**src/rtl/pulse_test_sequencer_if.sv**
```systemverilog
// ADC sample, over-temperature flag and sequencer outputs between the ADC side and the pulse generators.
interface pulse_test_sequencer_if;
    logic [15:0] volt;
    logic        volt_vld;
    logic        tem;
    logic        en_a;
    logic        en_b;
    logic [4:0]  led_n;
    logic [1:0]  fault_code;
    logic        busy;

    modport master (output volt, volt_vld, tem, input en_a, en_b, led_n, fault_code, busy);
    modport slave  (input volt, volt_vld, tem, output en_a, en_b, led_n, fault_code, busy);
endinterface

```
**src/rtl/pulse_test_sequencer.sv**
```systemverilog
// Qualifies bus voltage and over-temperature, then alternates bursts between channels A and B with dead time.
// Define SEQ_AUTO_RETRY_EN to let FAULT recover after tem clears plus a settle period.
module pulse_test_sequencer #(
    parameter int unsigned SETTLE_CYC = 65535,
    parameter int unsigned QUAL_CNT   = 8,
    parameter logic [15:0] VLO        = 16'h08B0,
    parameter logic [15:0] VHI        = 16'h0C0C,
    parameter int unsigned BURST_CYC  = 400000,
    parameter int unsigned GUARD_CYC  = 8000
) (
    input logic                   clk,
    input logic                   rst_n,
    pulse_test_sequencer_if.slave bus
);
    typedef enum logic [2:0] {SETTLE, QUALIFY, BURST_A, GUARD_A, BURST_B, GUARD_B, FAULT} state_t;

    localparam int unsigned     QW          = $clog2(QUAL_CNT + 1);
    localparam logic [19:0]     SETTLE_LAST = 20'(SETTLE_CYC - 1);
    localparam logic [19:0]     BURST_LAST  = 20'(BURST_CYC - 1);
    localparam logic [19:0]     GUARD_LAST  = 20'(GUARD_CYC - 1);
    localparam logic [QW-1:0]   QUAL_LAST   = QW'(QUAL_CNT - 1);

    state_t      state, next_state;
    logic [19:0] cnt;
    logic [QW-1:0] qcnt;
    logic [1:0]  tem_sync;
    logic        tem_s;
    logic        s_zero, s_under, s_win, s_over, in_run;
    logic [1:0]  next_code, fault_code_q;
    logic        en_a_q, en_b_q, busy_q, en_a_d, en_b_d, busy_d;
    logic [4:0]  led_q, led_d;

    always_ff @(posedge clk or negedge rst_n)
        if (!rst_n) tem_sync <= '0;
        else        tem_sync <= {tem_sync[0], bus.tem};
    assign tem_s = tem_sync[1];

    assign s_zero  = (bus.volt == 16'h0000);
    assign s_over  = (bus.volt > VHI);
    assign s_win   = (bus.volt > VLO) && !s_over;
    assign s_under = !s_zero && !s_win && !s_over;
    assign in_run  = state inside {BURST_A, GUARD_A, BURST_B, GUARD_B};

    always_ff @(posedge clk or negedge rst_n)
        if (!rst_n) state <= SETTLE;
        else        state <= next_state;

    always_comb begin
        next_state = state;
        next_code  = fault_code_q;
        case (state)
            SETTLE:  if (cnt >= SETTLE_LAST) next_state = QUALIFY;
            QUALIFY: if (bus.volt_vld && s_win && qcnt >= QUAL_LAST) next_state = BURST_A;
            BURST_A: if (cnt >= BURST_LAST) next_state = GUARD_A;
            GUARD_A: if (cnt >= GUARD_LAST) next_state = BURST_B;
            BURST_B: if (cnt >= BURST_LAST) next_state = GUARD_B;
            GUARD_B: if (cnt >= GUARD_LAST) next_state = BURST_A;
            FAULT: begin
`ifdef SEQ_AUTO_RETRY_EN
                if (!tem_s && cnt >= SETTLE_LAST) begin
                    next_state = QUALIFY;
                    next_code  = 2'd0;
                end
`else
                next_state = FAULT;
`endif
            end
            default: next_state = SETTLE;
        endcase
        // Zero reads as under-voltage; over-temperature overrides any voltage fault.
        if (in_run && bus.volt_vld && !s_win) begin
            next_state = FAULT;
            next_code  = s_over ? 2'd1 : 2'd2;
        end
        if (tem_s && state != SETTLE && state != FAULT) begin
            next_state = FAULT;
            next_code  = 2'd3;
        end
    end

    always_comb begin
        en_a_d = (next_state == BURST_A);
        en_b_d = (next_state == BURST_B);
        busy_d = next_state inside {BURST_A, GUARD_A, BURST_B, GUARD_B};
        led_d  = {next_state != FAULT, led_q[3:0]};
        if (bus.volt_vld) led_d[3:0] = ~{s_zero, s_under, s_win, s_over};
    end

    // The FAULT settle timer restarts for as long as tem_s stays high.
    always_ff @(posedge clk or negedge rst_n)
        if (!rst_n) begin
            cnt  <= '0;
            qcnt <= '0;
        end else begin
            if (next_state != state || (state == FAULT && tem_s)) cnt <= '0;
            else if (cnt != '1)                                   cnt <= cnt + 20'd1;
            if (state != QUALIFY || next_state != QUALIFY) qcnt <= '0;
            else if (bus.volt_vld)
                qcnt <= !s_win ? '0 : (qcnt == '1 ? qcnt : qcnt + QW'(1));
        end

    always_ff @(posedge clk or negedge rst_n)
        if (!rst_n) begin
            en_a_q       <= 1'b0;
            en_b_q       <= 1'b0;
            busy_q       <= 1'b0;
            led_q        <= 5'b11111;
            fault_code_q <= 2'd0;
        end else begin
            en_a_q       <= en_a_d;
            en_b_q       <= en_b_d;
            busy_q       <= busy_d;
            led_q        <= led_d;
            fault_code_q <= next_code;
        end

    assign bus.en_a       = en_a_q;
    assign bus.en_b       = en_b_q;
    assign bus.busy       = busy_q;
    assign bus.led_n      = led_q;
    assign bus.fault_code = fault_code_q;
endmodule

```
**src/flat_wrapper.sv**
```systemverilog
// flat-port wrapper written by rule: the top's interface ports become plain ports
module pulse_test_sequencer_flat 
#(
    parameter int unsigned SETTLE_CYC = 65535,
    parameter int unsigned QUAL_CNT   = 8,
    parameter logic [15:0] VLO        = 16'h08B0,
    parameter logic [15:0] VHI        = 16'h0C0C,
    parameter int unsigned BURST_CYC  = 400000,
    parameter int unsigned GUARD_CYC  = 8000
)
  (clk, rst_n, bus_volt, bus_volt_vld, bus_tem, bus_en_a, bus_en_b, bus_led_n, bus_fault_code, bus_busy);
  pulse_test_sequencer_if bus_i ();
  input logic clk;
  input logic rst_n;
  input wire logic [$bits(bus_i.volt)-1:0] bus_volt;
  input wire logic [$bits(bus_i.volt_vld)-1:0] bus_volt_vld;
  input wire logic [$bits(bus_i.tem)-1:0] bus_tem;
  output wire logic [$bits(bus_i.en_a)-1:0] bus_en_a;
  output wire logic [$bits(bus_i.en_b)-1:0] bus_en_b;
  output wire logic [$bits(bus_i.led_n)-1:0] bus_led_n;
  output wire logic [$bits(bus_i.fault_code)-1:0] bus_fault_code;
  output wire logic [$bits(bus_i.busy)-1:0] bus_busy;
  assign bus_i.volt = bus_volt;
  assign bus_i.volt_vld = bus_volt_vld;
  assign bus_i.tem = bus_tem;
  assign bus_en_a = bus_i.en_a;
  assign bus_en_b = bus_i.en_b;
  assign bus_led_n = bus_i.led_n;
  assign bus_fault_code = bus_i.fault_code;
  assign bus_busy = bus_i.busy;
  pulse_test_sequencer #(.SETTLE_CYC(SETTLE_CYC), .QUAL_CNT(QUAL_CNT), .VLO(VLO), .VHI(VHI), .BURST_CYC(BURST_CYC), .GUARD_CYC(GUARD_CYC)) u_core (.clk(clk), .rst_n(rst_n), .bus(bus_i));
endmodule
```
**config.mk**
```make
export PLATFORM = sky130hd
export DESIGN_NAME = pulse_test_sequencer_flat
export DESIGN_NICKNAME = d
export VERILOG_FILES = /design/src/rtl/pulse_test_sequencer_if.sv /design/src/rtl/pulse_test_sequencer.sv /design/src/flat_wrapper.sv
export SDC_FILE = /design/constraint.sdc
export NUM_CORES = 1
export LEC_CHECK = 0
export BUFFER_PORTS_ARGS = -buffer_cell sky130_fd_sc_hd__buf_4
export CAP_MARGIN = 20
export CORE_UTILIZATION = 55
export CTS_BUF_LIST = sky130_fd_sc_hd__clkbuf_2 sky130_fd_sc_hd__clkbuf_4 sky130_fd_sc_hd__clkbuf_8
export DETAILED_ROUTE_END_ITERATION = 6
export GPL_TIMING_DRIVEN = 1
export PLACE_DENSITY = 0.8
export SLEW_MARGIN = 20
export SYNTH_ARGS = -nofsm -noshare
export SYNTH_HDL_FRONTEND = slang
export SYNTH_SLANG_ARGS = --single-unit
```
**constraint.sdc**
```tcl
create_clock -name clk -period 7.5 [get_ports clk]
set_input_delay 0 -clock clk [delete_from_list [all_inputs] [get_ports clk]]
set_output_delay 0 -clock clk [all_outputs]
set_load 0.03 [all_outputs]
```
==> results.yml <==
status:
  status: "complete, no violations"
cts:
  ctsHtreeMaxLevel: 2
  cts_sinks: 39
  clock_latency_ps: 280
  cts-hold-fix-buffers: 3
  cts_setup_buffers: 0
  cts_root_buffer: "clkbuf_8"
  cts_buffers: 5
  clk_pin_slew_ps: 70
  cts_buffer_depth: 2
  cts_resized: 0
  cts_tree: "built"
power_and_ir_drop:
  cellPowerDensity_nw_per_um2: 145
  p_leak_uw: 0.00115
  ir_drop_v: 0.000177
synth:
  synth.cell_area_um2: 2310
  synthCells: 247
  ys_seq_elements: 39
  ys_warn_count: 0
  syn_avg_cell_area_um2: 9.35
  async_flop_share_pct: 100
  syn_nets: 270
  ys_seq_area_share_pct: 42.5
  synth_cell_types: 57
  synth_enable_flop_cells: 0
  ys.flop_type: "dfrtp_1"
floorplanning:
  die_height_um: 66.8
  die_width_um: 66.8
  fp.dieArea_um2: 4460
  std_cell_rows: 23
  start_util_pct: 57.3
  io_pins: 30
  coreArea_um2: 4030
timing:
  hold_viol_final: 0
  slew_violations: 0
  rsz0062_at_grt: "false"
  setup_viol: 0
  tightest_slew_ps: 556
  finalSetupTns_ps: 0
  fmax_mhz: 351
  min_period_ps: 2850
  slew_headroom_pct: 63.0
  worst_hold_slack_ps: 30.4
  skew_ps: 3.35
  period_share_pct: 38.0
critical_path:
  crit_type: "reg -> reg"
  critPathRequiredTime_ps: 7690
  end_kind: "flip-flop"
  startpoint_type: "flip-flop"
  critPathArrivalTime_ps: 3040
  path_max_fanout: 20
finish:
  fin_cells: 326
  nNetsFinal: 298
  antenna_cells: 0
  final_cell_mix: "dfrtp_1, buf_4, nor3_1"
  final_common_cell: "dfrtp_1"
  area_growth_pct: 15.7
  nFillCells: 323
  drive_above_1_share_pct: 19.6
placement:
  io_buffers: 29
  dp.cells: 315
  dpl.hpwl_mm: 3.36
  finalWeightedCongestion: 0.853
route:
  drtIter0Drc: 151
  num_vias: 1934
  antenna_left: 0
  avgViaCountPerCell: 5.93
  wl_mm: 4.70
  route.detailed.drc: 0
  drt_pass1_iterations: 4
  wire_per_inst_um: 14.4
grt:
  grt-ovfl-total: 0
  grt_max_degree: 40
  grtUsageTotal_pct: 24.3
  grt_pass1_wl_mm: 8.25
  antenna_found_initial: 0
  grt_pass1_vias: 1834
hold_path:
  hold_class: "in -> reg"
flow_run:
  cap_viol_max_count: 0
[metrics by stage]
stage	util [%]	area (µm²)	power [µW]	setup WS [ps]
2_1_floorplan	-	2310	223	4870
3_3_place_gp	63.0	2540	237	4800
3_5_place_dp	63.0	2540	237	4680
4_1_cts	66.3	2670	393	4660
5_1_grt	66.3	2670	405	4440
6_report	66.3	2670	388	4650
[sequential cells by signal (all words and copies together) (netlist names)]
signal and flops:
u_core.bus.busy 1, u_core.bus.en_a 1, u_core.bus.en_b 1, u_core.bus.fault_code 2
u_core.bus.led_n 5, u_core.cnt 20, u_core.qcnt 4, u_core.state 3
u_core.tem_sync 2
[power by group]
group          internal, µW  leakage [µW]  switching (µW)
logic                  10.1      0.000588            11.5
registers               212      0.000503           0.601
clock network          87.5     0.0000549            66.6
[critical path, stage by stage (launching register included)]
cell and delay [ps]:
dfrtp_1 460, ha_1 220, and3_1 340, a311oi_1 180, o211ai_1 170, a21boi_0 420, nand4b_4 230, mux2_4 460
nor4_4 260
[final cells by class]
cell class	count	area (µm²)	area share (%)
multi-input combinational	189	1240	46.3
sequential	39	982	36.8
timing repair buffer	34	263	9.83
clock buffer	8	104	3.89
tap	50	62.6	2.34
inverter	6	22.5	0.843
[cells in the mapped netlist (all sizes together), types with 7 or more instances]
master,count,area share (%)
nor3,30,7.0
o21ai,8,1.7
xor2,12,4.6
nand3,13,2.8
xnor2,7,2.7
nand4,8,2.2
nand2,22,3.6
dfrtp,34,37
nor2,14,2.3
clkbuf,9,1.5
[metal layers]
metal	track usage, %	wire length (µm)	vias to the layer above
met5	0	0	-
met2	37.6	2080	53
met3	3.94	290	4
met4	6.38	42	0
li1	-	-	972
met1	35.1	2280	905
[kinds of logic after synthesis]
group	Yosys count	share of synthesized area, %
adders and majority gates	3	1.63
and+or+nand+nor	117	28.0
AOI/OAI and AO/OA	48	15.7
buffers and inverters	19	3.85
DFF	39	42.5
xor gates and xnor gates	19	7.20
muxes	2	1.14
[worst paths after layout]
kind	from	to	slack (ps)	cells past startpoint
worst max-delay path	u_core.cnt[1]$_DFFE_PN0P_	u_core.cnt[16]$_DFFE_PN0P_	4650	8
worst min register to register	u_core.tem_sync[0]$_DFF_PN0_	u_core.tem_sync[1]$_DFF_PN0_	350	0
min in group asynchronous	rst_n	u_core.cnt[1]$_DFFE_PN0P_	220	2
worst min-delay path	bus_volt[10]	u_core.bus.led_n[3]$_DFFE_PN1P_	30	3
worst max register to register	u_core.cnt[1]$_DFFE_PN0P_	u_core.cnt[16]$_DFFE_PN0P_	4650	8
max in group asynchronous	rst_n	u_core.bus.led_n[4]$_DFF_PN1_	6930	2
Power figures use the tool's default switching activity.
